### src/rtl/cpu_pkg.sv
// cpu_pkg: shared fetch-state, branch-condition and instruction-field definitions
package cpu_pkg;
    localparam logic [2:0] COND_NEVER = 3'b000;
    localparam logic [2:0] COND_EQ    = 3'b001;
    localparam logic [2:0] COND_NE    = 3'b010;
    localparam logic [2:0] COND_GE    = 3'b011;
    localparam logic [2:0] COND_GT    = 3'b100;
    localparam logic [2:0] COND_LE    = 3'b101;
    localparam logic [2:0] COND_LT    = 3'b110;

    typedef enum logic [1:0] {ST_BOOT, ST_FETCH, ST_EXEC, ST_HALT} fetch_state_t;

    localparam logic [31:0] RESET_PC_DEFAULT = 32'h0000_0000;

    localparam int IMM_MSB    = 15;
    localparam int IMM_LSB    = 0;
    localparam int TARGET_MSB = 25;
    localparam int TARGET_LSB = 0;

    function automatic logic [31:0] sext_imm(input logic [15:0] imm);
        return {{16{imm[15]}}, imm};
    endfunction
endpackage

### src/rtl/branch_eval.sv
// branch_eval: decides whether a conditional branch is taken from the rs-rt ALU flags
module branch_eval
    import cpu_pkg::*;
(
    input  logic [2:0] condition,
    input  logic       alu_zero,
    input  logic       alu_neg,
    input  logic       alu_ovf,
    output logic       taken
);
    logic lt;
    logic eq;
    assign lt = alu_neg ^ alu_ovf;
    assign eq = alu_zero;
    // signed compare outcome per condition code; unknown codes never branch
    always_comb begin
        taken = 1'b0;
        case (condition)
            COND_EQ: taken = eq;
            COND_NE: taken = !eq;
            COND_GE: taken = !lt;
            COND_GT: taken = !lt && !eq;
            COND_LE: taken = lt || eq;
            COND_LT: taken = lt;
            default: taken = 1'b0;
        endcase
    end
endmodule

### src/rtl/ifetch_unit.sv
// ifetch_unit: PC register, instruction fetch handshake and next-PC selection
module ifetch_unit
    import cpu_pkg::*;
#(
    parameter logic [31:0] RESET_PC = RESET_PC_DEFAULT
) (
    input  logic        clk,
    input  logic        rst_n,
    output logic        imem_req,
    output logic [31:0] imem_addr,
    input  logic        imem_ack,
    input  logic [31:0] imem_rdata,
    output logic [31:0] ir,
    output logic        ir_valid,
    output logic [31:0] pc,
    input  logic        exec_done,
    input  logic        jump,
    input  logic [2:0]  condition,
    input  logic        alu_zero,
    input  logic        alu_neg,
    input  logic        alu_ovf,
    input  logic        halt_req,
    output logic        halted
);
    fetch_state_t state;
    logic         taken;
    logic [31:0]  pc4;
    logic [31:0]  br_off;
    logic [31:0]  next_pc;

    assign imem_addr = pc;

    branch_eval u_branch_eval (
        .condition(condition),
        .alu_zero (alu_zero),
        .alu_neg  (alu_neg),
        .alu_ovf  (alu_ovf),
        .taken    (taken)
    );

    // next PC: absolute jump beats branch, otherwise sequential; no delay slot
    always_comb begin
        pc4     = pc + 32'd4;
        br_off  = sext_imm(ir[IMM_MSB:IMM_LSB]) << 2;
        next_pc = jump ? {pc4[31:28], ir[TARGET_MSB:TARGET_LSB], 2'b00} : taken ? pc4 + br_off : pc4;
    end

    // fetch sequencer with registered request, instruction and status outputs
    always_ff @(posedge clk or negedge rst_n) begin
        if (!rst_n) begin
            state    <= ST_BOOT;
            pc       <= RESET_PC;
            ir       <= 32'h0;
            ir_valid <= 1'b0;
            imem_req <= 1'b0;
            halted   <= 1'b0;
        end else begin
            case (state)
                ST_BOOT: begin
                    state    <= ST_FETCH;
                    imem_req <= 1'b1;
                end
                ST_FETCH: begin
                    if (imem_ack) begin
                        ir       <= imem_rdata;
                        ir_valid <= 1'b1;
                        imem_req <= 1'b0;
                        state    <= ST_EXEC;
                    end
                end
                ST_EXEC: begin
                    if (exec_done) begin
                        pc       <= next_pc;
                        ir_valid <= 1'b0;
                        imem_req <= !halt_req;
                        halted   <= halt_req;
                        state    <= halt_req ? ST_HALT : ST_FETCH;
                    end
                end
                ST_HALT: begin
                    imem_req <= 1'b0;
                end
                default: state <= ST_BOOT;
            endcase
        end
    end
endmodule

### config.mk
export PLATFORM = sky130hd
export DESIGN_NAME = ifetch_unit
export DESIGN_NICKNAME = d
export VERILOG_FILES = /design/src/rtl/cpu_pkg.sv /design/src/rtl/branch_eval.sv /design/src/rtl/ifetch_unit.sv
export SDC_FILE = /design/constraint.sdc
export NUM_CORES = 1
export LEC_CHECK = 0
export BUFFER_PORTS_ARGS = -buffer_cell sky130_fd_sc_hd__buf_4
export CAP_MARGIN = 40
export CORE_UTILIZATION = 59
export DETAILED_ROUTE_END_ITERATION = 8
export PLACE_DENSITY_LB_ADDON = 0.15
export SETUP_SLACK_MARGIN = 0.2
export SLEW_MARGIN = 20
export SYNTH_ARGS = -nofsm -noshare
export SYNTH_HDL_FRONTEND = slang
export SYNTH_HIERARCHICAL = 1
export SYNTH_SLANG_ARGS = --single-unit
### constraint.sdc
create_clock -name clk -period 9.18 [get_ports clk]
set_input_delay 0.459 -clock clk [delete_from_list [all_inputs] [get_ports clk]]
set_output_delay 0.459 -clock clk [all_outputs]
set_load 0.01 [all_outputs]
[Word-level counts from Yosys, hierarchy flattened]
Index checks and enable logic that the tools add are counted.
Word-level totals
  flip-flop bits (word level): 69
  logic and storage cells: 46
  input bits: 44
Cells by class
  $add $sub $neg: 2
  equal/unequal tests: 11
  reduce and logical (&&, ||, !) cells: 13
  bitwise gates (word level): 1
  muxes and demuxes: 13
Operators by type and width (count)
  $mux 32: 2
  $add 32x3->32 const B: 1
  $add 32x32->32: 1
  $eq 3x3->1 const B: 3
  $eq 3x2->1 const B: 2
  $mux 2: 3
  $pmux 1 s6: 1
  $pmux 2 s3: 1
  $reduce_and 2->1: 3
  $reduce_and 3->1: 2
  $eq 2x2->1 const B: 2
  $mux 1: 4
  $ne 2x2->1 const B: 2
  $pmux 1 s4: 1
  $eq 3x1->1 const B: 1
  $logic_not 1->1: 3
  $reduce_bool 3->1: 1
  $eq 2x1->1 const B: 1
  $logic_not 2->1: 1
  $pmux 1 s2: 1
  $reduce_bool 2->1: 1
  $logic_and 1x1->1: 1
  $logic_or 1x1->1: 1
  $xor 1x1->1: 1

[Logic depth before layout (Yosys ltp)]
Gate-level depths: netlist of run 1.
  depth in word-level cells: 6
  gate-level depth with buffers: 16

[By module]
The synthesis of run 1 kept the hierarchy.
By module, submodules not included
  ifetch_unit: cells each 632, times used 1, seq. area each 1676.6 um2, area an instance 5526.6 um2
  branch_eval: cells each 9, times used 1, seq. area each 0.0 um2, area an instance 67.6 um2

[Worst setup path before layout of run 1]
No wires, ideal clock.
  kind: register -> register
  start: register pc[8], in the netlist imem_addr[8]
  end: register pc[31], in the netlist imem_addr[31]
  required time: 9.041 ns
  data arrival time: 3.566 ns
  slack: 5.476 ns
  cell stages (with the launch flop): 16
  cell sequence: dfrtp_1 > and4_1 > and4_1 > buf_4 > nand3_4 > nor3_1 > xor2_1 > ha_1 > or2_2 > a21oi_1 > a21oi_1 > or3_1 > o2111ai_4 > a22o_4 > nand3_2 > or4_1
On the way
  longest elaborated chain between the ends: 4
RTL lines
  start: declaration: RTL line ifetch_unit.sv:15  | output logic [31:0] pc,
  start signal: assignment: RTL line ifetch_unit.sv:73  | pc <= next_pc;
  $add 32x3->32 *: RTL line ifetch_unit.sv:43  | pc4 = pc + 32'd4;
  $add 32x32->32: RTL line ifetch_unit.sv:45  | next_pc = jump ? {pc4[31:28], ir[TARGET_MSB:TARGET_LSB], 2'b00} : taken ? pc4 + br_off : pc4;
  $mux 32: RTL line ifetch_unit.sv:45
  $mux 32 *: RTL line ifetch_unit.sv:45
Mark *: on every way between the ends. The rest lies on a longest branch, timed or not.
A chain may end at the register's enable or synchronous reset.

[Worst setup path after layout of run 1]
Ends and elaborated chain as after synthesis.

==> metrics.md, run 1 <==
| Metric | Value |
|---|---|
| EDFF count, synth | 0 |
| Gr usage total | 31.5% |
| Syn-to-layout area delta | 20.8% |
| GR Overflow Total | 0 |
| Die Y | 99.4 µm |
| Filler Cell Count | 703 |
| Top area cells in the synthesized netlist | dfrtp_1 30%, ha_1 9.2%, mux2_2 6.6% |
| PwrDens | 419 mW/mm² |
| Max Cap Viol | 0 |
| Top Layer Used | met4 |
| Unrepaired setup endpoints after global routing | no |
| Tot Pwr | 2.83 mW |
| Pin count of the biggest net entering global routing | 55 |
| Worst setup path endpoint | imem_addr[31] |
| Final setup TNS | 0 ns |
| Hold path startpoint | halt_req |
| Fraction of layout cells with a size suffix above 1 | 28.0% |
| Tmin final | 4.15 ns |
| Worst-path maximum fanout | 8 |
| Wirelength per Cell | 17.8 µm |
| R2R Path Start | imem_addr[8] |
| Initial Utilization | 60.8% |
| Worst Hold Class | input port to flop |
| Clk Tree Root Cell | clkbuf_8 |
| Sink Count | 67 |
| Clock latency at the later pin of the worst-skew pair | 0.36 ns |
| Finished Core Util | 73.5% |
| Row cnt | 35 |
| CTS max path bufs | 2 |
| Drt via density | 6.05 |
| Sequential area share after synthesis | 30.0% |
| Nets | 828 |
| Port bufs | 138 |
| Distinct cells, synth | 65 |
| CTS tree | done |
| Reg2reg end | imem_addr[31] |
| Final hold violations | 0 |
| Syn avg cell area | 8.73 µm² |
| Top FF cell, synth | dfrtp_1 |
| Status | completed |
| Largest area contributor in the netlist | dfrtp_1 |
| R2r setup slk | 5.03 ns |
| Met2 wire length | 7280 µm |
| Part of the cycle the worst path needs | 45.2% |
| Post-synthesis async set-or-reset flop share | 100% |
| Vias after detailed routing | 5191 |
| DR iter-0 viols | 365 |
| R2R cell count | 14 |
| Core Area | 0.00920 mm² |
| Initial antenna violation count | 0 |
| Setup bufs post-CTS | 0 |
| Clk_skew | 0.0152 ns |
| # diodes | 0 |
| Post-Layout Cell Count | 858 |
| Critical Path Start | imem_addr[8] |
| Routed wire length | 15300 µm |
| Placed Instances | 841 |
| Final setup vio count | 0 |
| Critical path class | flop to flop |
| I/O Pins | 143 |
| Final GP Congestion | 0.947 |
| Crit path DAT | 4.39 ns |
| Number of remaining DRC errors | 0 |
| Post-DRT Antenna Nets | 0 |
| Met3 wire length | 942 µm |
| CP required | 9.42 ns |
| Wl on met1 | 6740 µm |
| Headroom to the max-slew limit | 50.2% |
| Router iterations before antenna repair | 5 |
| First-pass GRT wire length | 24600 µm |
| Leak Pwr | 3.16 nW |
| Top cell type's share of synthesized area | 30.0% |
| Die Width | 99.4 µm |
| Die area | 0.00988 mm² |
| Yosys warning count | 6 |
| Post-route cell area | 0.00676 mm² |
| Max Clk Rate | 241 MHz |
| Placed Area | 0.00653 mm² |
| CP Capture Type | flop |
| Synth Cell Area | 0.00559 mm² |
| Worst-path clk slew | 0.09 ns |
| HPWL after detailed placement | 11400 µm |
| Yosys reg bits | 67 |
| Setup crit start kind | flop |
| Total CTS buffers | 9 |
| Syn Inst Count | 641 |
| Vias in the first global route | 4942 |
| # H-tree levels | 3 |
| Max IR drop VDD | 235 µV |
| Post-synth top cells | 67 x dfrtp_1, 67 x nand2_1, 49 x o21ai_0 |
| Max Slew Vio Count | 0 |
| Least-Margin Pin Slew | 0.746 ns |
[stage by stage]
step | hold slack, ns | worst slack (ns)
floorplan | 0.163 | 5.48
global placement | 0.463 | 5.25
detailed placement | 0.380 | 5.10
CTS | 0.305 | 5.09
global route | 0.307 | 4.77
finish | 0.308 | 5.03
[placed cells by master, fill, tap and decap left out, drive strengths merged, types with 9 or more instances in the layout]
master / count
a211oi: 11
a21o: 11
a21oi: 46
a31oi: 10
buf: 144
clkbuf: 9
dfrtp: 67
ha: 41
inv: 19
mux2: 34
nand2: 67
nand3: 24
nand4: 9
nor2: 38
nor3: 13
o21ai: 53
xnor2: 34
xor2: 18
[layout make-up]
type | instances | area [µm²] | area share, %
clock buffers | 9 | 124 | 1.83
flip-flops and latches | 67 | 1680 | 24.8
well taps | 111 | 139 | 2.05
multi-input cells | 502 | 3520 | 52.1
repair buffers | 145 | 1140 | 16.8
clock inverters | 7 | 98.8 | 1.46
inverters | 17 | 63.8 | 0.944
[how the worst min path moves through the flow]
stage	depth (start not counted)	slack, ns	to
after floorplan	0	0.16	halted
after global placement	2	0.46	halted
after detailed placement	1	0.38	imem_addr[29]
after CTS	3	0.30	halted
after global routing	3	0.31	halted
final	3	0.31	halted
[worst max-delay path: stages (launching register included)]
cell	delay (ns)
dfrtp_1	0.48
and4_1	0.34
and4_1	0.37
nand4_1	0.19
nor3_1	0.22
xor2_1	0.14
ha_1	0.42
and4_1	0.27
nand3_1	0.14
or2_2	0.33
o21ai_2	0.24
o2111ai_4	0.20
nand2_1	0.13
a211oi_1	0.05
or4_1	0.51
[report_power, final]
part,internal [mW],switching (mW)
registers,0.438,0.201
clock network,0.155,0.134
logic,0.892,1.01
[state kept, by name (all words and copies together) (netlist names)]
register,cells
ir_valid,1
imem_req,1
halted,1
imem_addr,30
state,2
ir,32
[per-layer routing]
layer,global-route usage [%],vias up
li1,-,2468
met1,42.3,2482
met2,52.2,213
met3,5.76,28
met4,8.94,0
met5,0,-
[what timing repair did]
item                       4_1_cts  5_1_grt
gates resized for setup          0        0
hold buffers                     1        0
hold endpoints to repair        11        0
setup endpoints to repair        0        0
[kinds of logic (layout without fill, tap and decap cells)]
kind of cell,Yosys count,after routing,synth area share [%]
compound gates,172,172,19.8
fa+ha+maj,42,42,9.53
simple gates,190,190,16.8
buf+inv,75,178,7.40
mux,42,42,8.34
flops,67,67,30.0
xor+xnor,52,52,8.14
other cells,1,4,0.0670
(Power assumes the default switching activity.)
==> inputs of run 2 (changes only) <==
--- a/config.mk
+++ b/config.mk
@@ -5,9 +5,10 @@
 export SDC_FILE = /design/constraint.sdc
 export NUM_CORES = 1
 export LEC_CHECK = 0
+export ABC_AREA = 1
 export BUFFER_PORTS_ARGS = -buffer_cell sky130_fd_sc_hd__buf_4
 export CAP_MARGIN = 40
-export CORE_UTILIZATION = 59
+export CORE_UTILIZATION = 56
 export DETAILED_ROUTE_END_ITERATION = 8
 export PLACE_DENSITY_LB_ADDON = 0.15
 export SETUP_SLACK_MARGIN = 0.2
==> constraint.sdc (replaced) <==
create_clock -name clk -period 4.15 [get_ports clk]
set_input_delay 0.2075 -clock clk [delete_from_list [all_inputs] [get_ports clk]]
set_output_delay 0.2075 -clock clk [all_outputs]
set_load 0.01 [all_outputs]
==> metrics.md, run 2 <==
| Metric | Value |
|---|---|
| I/O Pins | 143 (unchanged) |
| Post-Layout Cell Count | 1252 (+46%) |
| Final setup vio count | 0 (unchanged) |
| Clk Tree Root Cell | clkbuf_16 |
| Max FFs per register | 32 (unchanged) |
| Headroom to the max-slew limit | 54.2% (+4.1 points) |
| Crit path buffers/inverters | 2 (+2) |
| Clk_skew | 0.00938 ns (-0.00586 ns) |
| Leak Pwr | 4.25 nW (+34%) |
| CP Capture Type | flop |
| Yosys reg bits | 67 (unchanged) |
| Yosys warning count | 6 (unchanged) |
| Sequential area share after synthesis | 25.4% (-4.6 points) |
| Biggest register | ir |
| CTS max path bufs | 2 (unchanged) |
| CP required | 4.42 ns (-5.00 ns) |
| Number of remaining DRC errors | 0 (unchanged) |
| Most common cell after layout, fill and taps aside | nand2_1 |
| Critical path class | flop to flop |
| Worst-path maximum fanout | 6 (-2) |
| # H-tree levels | 3 (unchanged) |
| Initial Utilization | 57.6% (-3.2 points) |
| Max IR drop VDD | 625 µV (+170%) |
| Syn avg cell area | 6.64 µm² (-24%) |
| Distinct cells, synth | 53 (-18%) |
| CP max stage delay | 0.44 ns (-0.07 ns) |
| Crit-path cells | ha_1 -> inv_1 -> nor2_2 -> nand2_1 -> nor2_2 -> nand2_2 -> nor2_2 -> nand2_1 -> nand2_1 -> inv_1 -> ha_1 -> nand2_1 -> nor2_1 -> and2_1 -> nand3_1 -> nand3_1 -> nand2_1 -> nand3_1 -> nand2_1 -> a21oi_1 |
| Slowest cell on the critical path | dfrtp_1 |
| Gr usage total | 33.3% (+1.7 points) |
| Tmin final | 3.30 ns (-0.849 ns) |
| Post-synth top cells | 289 x nand2_1, 138 x inv_1, 100 x nor2_1 |
| Setup crit start kind | flop |
| Pin count of the biggest net entering global routing | 39 (-29%) |
| Max Cap Viol | 0 (unchanged) |
| Placed Instances | 1234 (+47%) |
| Row cnt | 39 (+11%) |
| Least-Margin Pin Slew | 0.685 ns (-0.0608 ns) |
| Wirelength per Cell | 15.9 µm (-10%) |
| HPWL after detailed placement | 15600 µm (+37%) |
| Vias in the first global route | 6549 (+33%) |
| Post-Place Setup Slack | 0.939 ns (-4.16 ns) |
| Largest area contributor in the netlist | dfrtp_1 |
| Filler Cell Count | 1042 (+48%) |
| Synth Cell Area | 0.00661 mm² (+18%) |
| Initial antenna violation count | 0 (unchanged) |
| Vias after detailed routing | 6866 (+32%) |
| Syn Inst Count | 996 (+55%) |
| Routed wire length | 20000 µm (+31%) |
| Drt via density | 5.48 (-9.4%) |
| Final setup TNS | 0 ns (unchanged) |
| Setup bufs post-CTS | 0 (unchanged) |
| CP dominant cell by count | nand2_1 |
| Nets | 1190 (+44%) |
| Router iterations before antenna repair | 5 (unchanged) |
| Status | completed |
| Core Area | 0.0115 mm² (+25%) |
| Die Y | 111 µm (+11%) |
| Worst Hold Class | input port to flop |
| Crit path DAT | 3.57 ns (-0.82 ns) |
| Sink Count | 67 (unchanged) |
| Port bufs | 138 (unchanged) |
| Part of the cycle the worst path needs | 79.6% (+34 points) |
| Syn-to-layout area delta | 18.8% |
| Final GP Congestion | 0.990 (+4.6%) |
| Fraction of layout cells with a size suffix above 1 | 21.2% (-6.8 points) |
| Top cell type's share of synthesized area | 25.4% (-4.6 points) |
| PwrDens | 961 mW/mm² (+130%) |
| Final hold violations | 0 (unchanged) |
| Top area cells in the synthesized netlist | dfrtp_1 25%, nand2_1 16%, inv_1 7.8% |
| GR Overflow Total | 0 (unchanged) |
| DR iter-0 viols | 575 (+58%) |
| Max Slew Vio Count | 0 (unchanged) |
| CP delay by family, top | simple AND/OR/NAND/NOR gates |
| Die area | 0.0122 mm² (+24%) |
| Worst setup margin | 0.848 ns (-4.18 ns) |
| First-pass GRT wire length | 32200 µm (+31%) |
| Max Clk Rate | 303 MHz (+26%) |
| Clock latency at the later pin of the worst-skew pair | 0.35 ns (about the same) |
| Post-synthesis async set-or-reset flop share | 100% (unchanged) |
| Most frequent cells in the layout | 289 x nand2_1, 142 x buf_4, 138 x inv_1, 100 x nor2_1, 78 x a21oi_1 |
| Top FF cell, synth | dfrtp_1 |
| Unrepaired setup endpoints after global routing | no |
| Die Width | 111 µm (+11%) |
| CTS tree | done |
| Post-DRT Antenna Nets | 0 (unchanged) |
| # diodes | 0 (unchanged) |
| Count leader, synth | nand2_1 |
| Total CTS buffers | 9 (unchanged) |
| Tot Pwr | 7.55 mW (+170%) |
| EDFF count, synth | 0 (unchanged) |
| Worst-path clk slew | 0.06 ns (-0.03 ns) |
run 2: report_power, final:
group          switching, mW  internal (mW)
registers              0.514          0.984
clock network          0.282          0.404
logic                   3.19           2.17
run 2: final cells by class:
type / instances / area (µm²) / area share [%]
clock buffer: 14 / 244 / 3.11
clock inverter: 2 / 12.5 / 0.159
inverter: 141 / 529 / 6.74
multi-input combinational: 739 / 4070 / 51.9
sequential: 67 / 1680 / 21.4
tap: 143 / 179 / 2.28
timing repair buffer: 146 / 1140 / 14.5
run 2: logic make-up (layout without fill, tap and decap cells):
logic type	count (synthesis)	after routing	share of synthesized area, %
other	1	4	0.0567
multiplexers	32	32	5.43
adder cells (fa/ha/maj)	42	42	8.07
AND/OR/NAND/NOR	506	506	33.4
XOR/XNOR	20	20	2.88
flip-flops	67	67	25.4
buffers and inverters	193	303	13.2
AO/OA/AOI/OAI	135	135	11.6
run 2: metrics by stage:
stage	utilization, %	area, µm²	hold slack (ns)
6_report	68.5	7850	0.0899
5_1_grt	68.5	7850	0.0884
4_1_cts	68.4	7840	0.0828
3_5_place_dp	66.1	7580	0.176
3_3_place_gp	65.5	7510	0.392
2_1_floorplan	-	6620	-0.0881
run 2: routing by layer:
layer / track usage (%) / vias to the layer above / share of wire (%)
met3: 6.09 / 47 / 8.5
met2: 55.6 / 321 / 47
met4: 12.9 / 0 / 3.0
met1: 42.5 / 3147 / 41
met5: 0 / - / 0
li1: - / 3351 / -
run 2: path summary, 6_finish.rpt:
| check | startpoint | to | slack (ns) | cells after the start |
|---|---|---|---|---|
| setup / recovery | imem_addr[3] | imem_addr[24] | 0.85 | 20 |
| max in group asynchronous | rst_n | imem_addr[16] | 3.25 | 3 |
| setup reg to reg | imem_addr[3] | imem_addr[24] | 0.85 | 20 |
| hold / removal | imem_rdata[9] | ir[9] | 0.09 | 2 |
| hold reg to reg | imem_req | imem_req | 0.50 | 2 |
| min in group asynchronous | rst_n | ir[13] | 0.34 | 2 |
run 2: repair_timing:
| item | 4_1_cts | 5_1_grt |
|---|---|---|
| hold buffers | 1 | 0 |
| endpoints found under the hold margin | 29 | 0 |
| gates resized for setup | 0 | 0 |
==> inputs of run 3 (changes only) <==
--- a/config.mk
+++ b/config.mk
@@ -5,10 +5,10 @@
 export SDC_FILE = /design/constraint.sdc
 export NUM_CORES = 1
 export LEC_CHECK = 0
-export ABC_AREA = 1
+export ABC_AREA = 0
 export BUFFER_PORTS_ARGS = -buffer_cell sky130_fd_sc_hd__buf_4
 export CAP_MARGIN = 40
-export CORE_UTILIZATION = 56
+export CORE_UTILIZATION = 49
 export DETAILED_ROUTE_END_ITERATION = 8
 export PLACE_DENSITY_LB_ADDON = 0.15
 export SETUP_SLACK_MARGIN = 0.2
==> constraint.sdc (replaced) <==
create_clock -name clk -period 2.8 [get_ports clk]
set_input_delay 0.14 -clock clk [delete_from_list [all_inputs] [get_ports clk]]
set_output_delay 0.14 -clock clk [all_outputs]
set_load 0.01 [all_outputs]
==> metrics.md, run 3 (synthesis results as in run 1) <==
| Metric | Value |
|---|---|
| Crit-path cells | and4_4 -> and4_4 -> nand3_4 -> buf_4 -> xnor2_1 -> ha_1 -> nand2_1 -> nor2_4 -> a221oi_2 -> or2_1 -> o21ai_4 -> o2111ai_4 -> a22o_4 -> nand3_2 -> or4_1 |
| Number of remaining DRC errors | 0 (unchanged) |
| Row cnt | 38 (-2.6%) |
| R2r setup slk | -0.95 ns (-1.80 ns) |
| Leak Pwr | 4.25 nW (+0.14%) |
| Drt via density | 6.04 (+10%) |
| GR Overflow Total | 0 (unchanged) |
| CP Capture Type | flop |
| PwrDens | 1540 mW/mm² (+60%) |
| HPWL after detailed placement | 13500 µm (-13%) |
| Fraction of layout cells with a size suffix above 1 | 54.2% (+33 points) |
| Final GP Congestion | 1.00 (+1.1%) |
| Die area | 0.0118 mm² (-3.2%) |
| Nets | 1003 (-16%) |
| Tmin final | 3.75 ns (+0.452 ns) |
| Part of the cycle the worst path needs | 134% (+55 points) |
| Slowest cell on the critical path | or4_1 |
| CP delay by family, top | simple AND/OR/NAND/NOR gates |
| Flop pwr share | 14.1% (-5.8 points) |
| Most common cell after layout, fill and taps aside | buf_4 |
| Routed wire length | 21900 µm (+9.7%) |
| DR iter-0 viols | 504 (-12%) |
| Max Slew Vio Count | 0 (unchanged) |
| Post-DRT Antenna Nets | 0 (unchanged) |
| Final setup TNS | -10.43 ns (-10.43 ns) |
| Switching pwr | 6.25 mW (+57%) |
| Crit path DAT | 3.98 ns (+0.41 ns) |
| Unrepaired setup endpoints after global routing | yes |
| Gr usage total | 34.6% (+1.3 points) |
| Worst setup margin | -0.955 ns (-1.80 ns) |
| Final setup vio count | 22 (+22) |
| Max IR drop VDD | 940 µV (+50%) |
| First-pass GRT wire length | 31000 µm (-3.8%) |
| Core Area | 0.0110 mm² (-4.2%) |
| I/O Pins | 143 (unchanged) |
| R2R Path Start | imem_addr[11] |
| Syn-to-layout area delta | 60.2% |
| Clock power share | 9.0% (about the same) |
| Router iterations before antenna repair | 5 (unchanged) |
| Most frequent cells in the layout | 306 x buf_4, 61 x nand2_1, 57 x dfrtp_1, 32 x nor2_1, 32 x mux2_2 |
| CP required | 3.02 ns (-1.40 ns) |
| Total CTS buffers | 9 (unchanged) |
| CP max stage delay | 0.53 ns (+0.09 ns) |
| Initial antenna violation count | 0 (unchanged) |
| Max FFs per register | 32 (unchanged) |
| Crit path buffers/inverters | 1 (-1) |
| Finished Core Util | 81.6% (+13 points) |
| # H-tree levels | 3 (unchanged) |
| Die Y | 109 µm (-1.6%) |
| Die Width | 109 µm (-1.6%) |
| # diodes | 0 (unchanged) |
| Clk_skew | 0.00583 ns (-0.00354 ns) |
| Wirelength per Cell | 20.6 µm (+29%) |
| Final hold violations | 0 (unchanged) |
| CTS tree | done |
| Vias after detailed routing | 6410 (-6.6%) |
| Initial Utilization | 50.9% (-6.7 points) |
| Clk Tree Root Cell | clkbuf_16 |
| Worst-path clk slew | 0.06 ns (about the same) |
| Post-Place Setup Slack | -0.960 ns (-1.90 ns) |
| Internal | 7.51 mW (+110%) |
| Critical path class | flop to flop |
| Status | complete, but fails checks |
| Combinational share of power | 76.8% (+5.7 points) |
| Least-Margin Pin Slew | 0.705 ns (+0.0201 ns) |
| Hold path startpoint | imem_rdata[3] |
| Biggest register | ir |
| Worst Hold Class | input port to flop |
| Sw Ratio | 45.4% (-7.4 points) |
| Critical Path Start | imem_addr[11] |
| Sink Count | 67 (unchanged) |
| Vias in the first global route | 6256 (-4.5%) |
| Headroom to the max-slew limit | 53.0% (-1.2 points) |
| Max Cap Viol | 0 (unchanged) |
| Clock latency at the later pin of the worst-skew pair | 0.35 ns (about the same) |
| Max Clk Rate | 266 MHz (-12%) |
| Setup crit start kind | flop |
| Worst-path maximum fanout | 5 (-1) |
| CTS max path bufs | 2 (unchanged) |
| Failing checks | setup timing |
| Port bufs | 138 (unchanged) |
| CP dominant cell by count | and4_4 |
| Pin count of the biggest net entering global routing | 43 (+10%) |
## run 3: cell count changes in the layout (fill, tap and decap cells not counted), sizes merged, moves of 11 or more
cell    before  now
nand2      302   67
buf        145  318
inv        139   19
nor2       112   38
a21oi       83   46
nand3       55   24
o21ai       26   53
xnor2        7   34
a211oi       0   11
## run 3: worst reg2reg max path, stage by stage (launching register included)
cell	delay (ns)
dfrtp_2	0.39
and4_4	0.22
and4_4	0.26
nand3_4	0.13
buf_4	0.18
xnor2_1	0.22
ha_1	0.31
nand2_1	0.18
nor2_4	0.07
a221oi_2	0.32
or2_1	0.21
o21ai_4	0.10
o2111ai_4	0.27
a22o_4	0.18
nand3_2	0.05
or4_1	0.53
## run 3: layout make-up
| type | count | area (µm²) |
|---|---|---|
| multi-input cells | 502 | 4260 |
| repair buffers | 320 | 2460 |
| fillers | 628 | 2020 |
| flip-flops and latches | 67 | 1690 |
| clock buffers | 10 | 239 |
| well taps | 140 | 175 |
| clock inverters | 6 | 72.6 |
| inverters | 17 | 63.8 |
## run 3: worst paths after layout
check	to	cells past startpoint
max	imem_addr[31]	15
min	ir[3]	2
max reg2reg	imem_addr[31]	15
min reg2reg	ir_valid	2
max in group asynchronous	imem_addr[2]	3
min in group asynchronous	imem_addr[10]	2
## run 3: power groups by stage
stage                     clock network (mW)  registers (mW)  logic (mW)
after floorplan                            0            2.19        4.34
after global placement                     0            1.85        8.10
after detailed placement                   0            1.87        8.27
after CTS                               1.24            1.87        9.24
after global routing                    1.28            1.99        11.2
final                                   1.25            1.95        10.6
## run 3: what timing repair did
item / 4_1_cts / 5_1_grt
gates resized for setup: 77 / 73
endpoints found under the hold margin: 26 / 0
buffers inserted: 22 / 5
setup endpoints to repair: 24 / 26
gates cloned: 0 / 0
hold buffers: 2 / 0
pin swaps: 55 / 37
## run 3: through the flow
step	instance area [µm²]	cells	power (mW)	hold slack, ns
after floorplan	5680	644	6.53	-0.156
after global placement	7680	1016	9.94	0.301
after detailed placement	7700	1017	10.1	0.0904
after CTS	8520	1057	12.3	0.00968
after global routing	8960	1062	14.5	0.0157
final	8960	1062	13.8	0.0111
## run 3: layer usage
metal	share of wire (%)	wire, µm	global-route usage (%)	vias to the layer above
li1	-	-	-	2819
met1	38	8300	43.0	3097
met2	48	10600	57.6	394
met3	8.3	1810	6.34	100
met4	5.6	1230	16.9	0
met5	0	0	0	-
